<file path="src/rtl/gc_channel_arbiter.sv">
// gc_channel_arbiter: shares one flash channel between host traffic and
// garbage collection (GC) page moves.
//
// state | meaning
// IDLE  | channel free, resolves next owner
// HOST  | host operation owns the channel until host_done
// GC    | GC page move owns the channel until move_done_flag
//
// GC urgency (gc_interrupt) follows clean_num with low/high hysteresis.
// While GC is urgent and pending, the host is held off. Otherwise a
// starvation counter forces GC in after STARVE_LIMIT consecutive host grants
// taken while GC was waiting.
//
// Optional build macro GC_WATCHDOG_EN: adds an 8-bit ownership watchdog that
// forces the channel back to IDLE and sets a sticky timeout_err. Without it,
// timeout_err is tied low.

module gc_channel_arbiter #(
    parameter int FIFO_SIZE_BIT_NUM = 4,
    parameter int GC_LOW_THRESH     = 2,
    parameter int GC_HIGH_THRESH    = 6,
    parameter int STARVE_LIMIT      = 8
) (
    input  logic                         CLK,
    input  logic                         RST,
    input  logic                         host_req,
    input  logic                         host_done,
    input  logic                         gc_request,
    input  logic                         move_done_flag,
    input  logic [FIFO_SIZE_BIT_NUM-1:0] clean_num,
    output logic                         host_grant,
    output logic                         move_flag,
    output logic                         gc_start,
    output logic                         gc_interrupt,
    output logic                         timeout_err
);

    localparam logic [1:0] ST_IDLE = 2'd0;
    localparam logic [1:0] ST_HOST = 2'd1;
    localparam logic [1:0] ST_GC   = 2'd2;

    localparam logic [FIFO_SIZE_BIT_NUM-1:0] LP_LOW_THRESH  = FIFO_SIZE_BIT_NUM'(GC_LOW_THRESH);
    localparam logic [FIFO_SIZE_BIT_NUM-1:0] LP_HIGH_THRESH = FIFO_SIZE_BIT_NUM'(GC_HIGH_THRESH);
    localparam logic [3:0]                   LP_STARVE_LIM  = 4'(STARVE_LIMIT);

    logic [1:0] r_state;
    logic [1:0] w_next;
    logic [3:0] r_starve_cnt;
    logic       r_gc_int;
    logic       r_gc_start;
    logic       w_done_match;
    logic       w_wd_expire;

    // The done pulse only counts when it matches the current owner; stray
    // pulses from the other side are ignored.
    assign w_done_match = ((r_state == ST_HOST) && host_done) ||
                          ((r_state == ST_GC)   && move_done_flag);

`ifdef GC_WATCHDOG_EN
    logic [7:0] r_wd_cnt;
    logic       r_timeout;

    assign w_wd_expire = (r_state != ST_IDLE) && (r_wd_cnt == 8'hFF);

    // Watchdog counter: runs during any ownership, restarts when IDLE is entered.
    always_ff @(posedge CLK) begin
        if (RST) begin
            r_wd_cnt <= 8'd0;
        end else if ((r_state == ST_IDLE) || (w_next == ST_IDLE)) begin
            r_wd_cnt <= 8'd0;
        end else if (r_wd_cnt != 8'hFF) begin
            r_wd_cnt <= r_wd_cnt + 8'd1;
        end
    end

    // Sticky timeout flag; a done pulse arriving on the expiry cycle wins.
    always_ff @(posedge CLK) begin
        if (RST) begin
            r_timeout <= 1'b0;
        end else if (w_wd_expire && !w_done_match) begin
            r_timeout <= 1'b1;
        end
    end

    assign timeout_err = r_timeout;
`else
    assign w_wd_expire = 1'b0;
    assign timeout_err = 1'b0;
`endif

    // Next-state resolution; IDLE priority puts urgent GC first, then the
    // starvation escape, then the host, then background GC.
    always_comb begin
        w_next = r_state;
        case (r_state)
            ST_IDLE: begin
                if (gc_request && r_gc_int) begin
                    w_next = ST_GC;
                end else if (gc_request && (r_starve_cnt == LP_STARVE_LIM)) begin
                    w_next = ST_GC;
                end else if (host_req) begin
                    w_next = ST_HOST;
                end else if (gc_request) begin
                    w_next = ST_GC;
                end else begin
                    w_next = ST_IDLE;
                end
            end
            ST_HOST: begin
                if (host_done || w_wd_expire) begin
                    w_next = ST_IDLE;
                end
            end
            ST_GC: begin
                if (move_done_flag || w_wd_expire) begin
                    w_next = ST_IDLE;
                end
            end
            default: w_next = ST_IDLE;
        endcase
    end

    // State register.
    always_ff @(posedge CLK) begin
        if (RST) begin
            r_state <= ST_IDLE;
        end else begin
            r_state <= w_next;
        end
    end

    // Starvation counter: counts host grants taken while GC was waiting.
    always_ff @(posedge CLK) begin
        if (RST) begin
            r_starve_cnt <= 4'd0;
        end else if ((r_state == ST_IDLE) && (w_next == ST_HOST)) begin
            if (!gc_request) begin
                r_starve_cnt <= 4'd0;
            end else if (r_starve_cnt < LP_STARVE_LIM) begin
                r_starve_cnt <= r_starve_cnt + 4'd1;
            end
        end else if ((r_state == ST_IDLE) && (w_next == ST_GC)) begin
            r_starve_cnt <= 4'd0;
        end
    end

    // Urgency level with hysteresis between the low and high thresholds.
    always_ff @(posedge CLK) begin
        if (RST) begin
            r_gc_int <= 1'b0;
        end else if (clean_num <= LP_LOW_THRESH) begin
            r_gc_int <= 1'b1;
        end else if (clean_num >= LP_HIGH_THRESH) begin
            r_gc_int <= 1'b0;
        end
    end

    // One-cycle start pulse aligned with the first GC cycle.
    always_ff @(posedge CLK) begin
        if (RST) begin
            r_gc_start <= 1'b0;
        end else begin
            r_gc_start <= (r_state == ST_IDLE) && (w_next == ST_GC);
        end
    end

    assign host_grant   = (r_state == ST_HOST);
    assign move_flag    = (r_state == ST_GC);
    assign gc_start     = r_gc_start;
    assign gc_interrupt = r_gc_int;

endmodule

</file>
<file path="config.mk">
export PLATFORM = sky130hd
export DESIGN_NAME = gc_channel_arbiter
export DESIGN_NICKNAME = d
export VERILOG_FILES = /design/src/rtl/gc_channel_arbiter.sv
export SDC_FILE = /design/constraint.sdc
export NUM_CORES = 1
export LEC_CHECK = 0
export ABC_AREA = 1
export CORE_AREA = 2 2 39 41
export DETAILED_ROUTE_END_ITERATION = 8
export DIE_AREA = 0 0 41 43
export GPL_ROUTABILITY_DRIVEN = 0
export MAX_ROUTING_LAYER = met4
export PLACE_DENSITY = 0.74
export SLEW_MARGIN = 25
export SYNTH_ARGS = -nofsm -noshare
export SYNTH_HDL_FRONTEND = slang
export SYNTH_SLANG_ARGS = --single-unit
</file>
<file path="constraint.sdc">
create_clock -name CLK -period 2.1 [get_ports CLK]
set_input_delay 0.21 -clock CLK [delete_from_list [all_inputs] [get_ports CLK]]
set_output_delay 0.21 -clock CLK [all_outputs]
set_load 0.02 [all_outputs]
</file>
==> impl_metrics.yaml <==
clock_tree:
  hold_buffers: 0
  cts_buffer_depth: 2
  post-cts-setup-buffer-count: 0
  clk_pin_slew_ns: 0.05
  cts_tree: "yes"
  cts_sinks: 8
  cts_max_level: 1
  root_buffer: "clkbuf_4"
  clk-insertion-delay-late_ns: 0.25
  cts_resized: 0
  tritoncts.num_buffers: 3
logic_synthesis:
  synthesis.area_sq_um: 528
  seq_area_frac_synth_pct: 30.3
  synthCells: 75
  syn-mean-instance-area_sq_um: 7.04
  ys_types: 20
  yosys_warnings: 0
  synth-seq-cells: 8
  syn_nets: 87
floorplanning:
  start_util_pct: 38.2
  dieArea_sq_um: 1760
  die_h_um: 43
  core_sq_um: 1380
  num_rows: 14
  io_pins: 15
  die_w_um: 41
placement:
  hpwl_um: 810
  port_buffers: 13
  dpl_worst_slack_ns: 0.393
  dpl_cell_area_sq_um: 659
pwr:
  pwr-share-seq_pct: 43.2
  total_power_mw: 0.407
  clock_power_share_pct: 27.6
  p_switching_mw: 0.124
  p_comb_share_pct: 29.2
  power_density_nw_per_um2: 596
  p_leak_nw: 0.301
  p_int_mw: 0.283
  switching_share_pct: 30.4
  vdd_drop_max_mv: 0.313
sta:
  maxSlewViolCount: 0
  skew_ns: 0.00764
  rsz0062_at_grt: "false"
  final-setup-viol-count: 0
  finalSetupTns_ns: 0
  period_share_pct: 79.7
  timing.fmax_ghz: 0.598
  hold_viol_final: 0
  hold_ws_ns: 0.551
  fin_crit_ns: 1.67
  layout_setup_ws_ns: 0.427
layout:
  layout_commonest_cell: "clkdlybuf4s50_1"
  layout_common_cells: "13 x clkdlybuf4s50_1, 11 x nor2_1, 11 x nand2_1, 8 x inv_1, 8 x dfxtp_1"
  drive_gt1_share_pct: 20.2
  antenna_cells: 0
  syn_to_final_growth_pct: 29.1
  nets: 103
  stdcell_area_sq_um: 682
drt:
  drc: 0
  antenna_left: 0
  vias: 489
  drtIter0Drc: 3
  drt-pass1-iter-count: 2
  drt_wl_total_um: 995
  routed_via_density: 4.66
  drt-wirelength-per-cell_um: 9.48
grt:
  antenna_found_initial: 0
  grt_max_degree: 9
  track_usage_pct: 12.8
  grt.overflow.total: 0
  grt_pass1_vias: 432
  grt_pass1_wl_um: 1500
critical_path:
  end_kind: "primary output"
  critPathLaunchType: "register"
  crit_fanout: 5
  r2r_setup_slack_ns: 0.61
  reg2reg_depth: 10
  cp.arrival_ns: 1.46
  cp-endpoint: "move_flag"
  critPathLaunch: "r_state[1]"
  r2r-start: "r_starve_cnt[0]"
  crit_required_ns: 1.89
  rr_endpoint: "r_starve_cnt[1]"
  criticalPathCategory: "reg -> out"
outcome:
  status: "finished, final reports clean"
min_path:
  hold_class: "reg -> reg"
flow_run:
  maxCapViolations: 0
-- area by class of cell --
class / instances / area [sq um]
Fill cell: 154 / 702
Multi-Input combinational cell: 55 / 312
Sequential cell: 8 / 160
Timing Repair Buffer: 13 / 130
Inverter: 10 / 37.5
Clock buffer: 3 / 22.5
Tap cell: 16 / 20.0
-- through the flow --
| step | instances | util, % |
|---|---|---|
| 6_report | 105 | 49.3 |
| 5_1_grt | 105 | 49.3 |
| 4_1_cts | 105 | 49.3 |
| 3_5_place_dp | 102 | 47.6 |
| 3_3_place_gp | 102 | 47.6 |
| 2_1_floorplan | 75 | - |
-- cells by family (layout without fill, tap and decap cells) --
group,Yosys count,after routing,synth area share (%)
AO/OA/AOI/OAI,8,8,8.06
XOR/XNOR,1,1,1.66
adder cells (fa/ha/maj),2,2,4.74
buffers and inverters,12,26,10.7
flip-flops,8,8,30.3
other,1,1,0.710
AND/OR/NAND/NOR,43,43,43.8
-- how the worst min path moves through the flow --
stage	from	endpoint	depth (start not counted)
floorplan	RST	r_state[1]	1
global placement	r_starve_cnt[0]	r_starve_cnt[0]	2
detailed placement	r_starve_cnt[0]	r_starve_cnt[0]	2
CTS	r_starve_cnt[0]	r_starve_cnt[0]	2
global route	gc_interrupt	gc_interrupt	2
finish	r_starve_cnt[0]	r_starve_cnt[0]	2
-- state kept, by name, summed over array words and instances, names as in the netlist --
register / flops
r_starve_cnt: 4
gc_interrupt: 1
r_state: 2
gc_start: 1
-- synth_stat cells --
master,instances,area (sq um)
a211oi_1,1,7.51
a21oi_1,6,30.0
buf_4,1,7.51
buf_6,1,11.3
conb_1,1,3.75
dfxtp_1,8,160
ha_1,2,25.0
inv_1,8,30.0
inv_2,2,7.51
nand2_1,11,41.3
nand2_2,4,25.0
nand2_4,2,22.5
nand3_1,5,25.0
nand3_2,2,20.0
nor2_1,11,41.3
nor2_2,3,18.8
nor2_4,2,22.5
nor3_1,3,15.0
o21ai_0,1,5.00
xor2_1,1,8.76
-- power groups by stage --
| stage | sequential, mW | combinational, mW | clock [mW] |
|---|---|---|---|
| 2_1_floorplan | 0.179 | 0.0818 | 0 |
| 3_3_place_gp | 0.178 | 0.116 | 0 |
| 3_5_place_dp | 0.179 | 0.118 | 0 |
| 4_1_cts | 0.176 | 0.119 | 0.121 |
| 5_1_grt | 0.176 | 0.133 | 0.129 |
| 6_report | 0.176 | 0.119 | 0.112 |
-- routing by layer --
metal | up-vias | global-route usage, % | wire length [um]
met1 | 211 | 13.4 | 422
li1 | 262 | - | -
met5 | - | - | 0
met2 | 14 | 20.3 | 465
met4 | 0 | 6.00 | 9
met3 | 2 | 4.71 | 97
-- worst max-delay path, cell delays in order, from the launching register on --
cell and delay, ns:
dfxtp_1 0.43, inv_1 0.06, nor2_1 0.12, clkdlybuf4s50_1 0.61
Note: power is estimated with default switching activity, not from simulation.
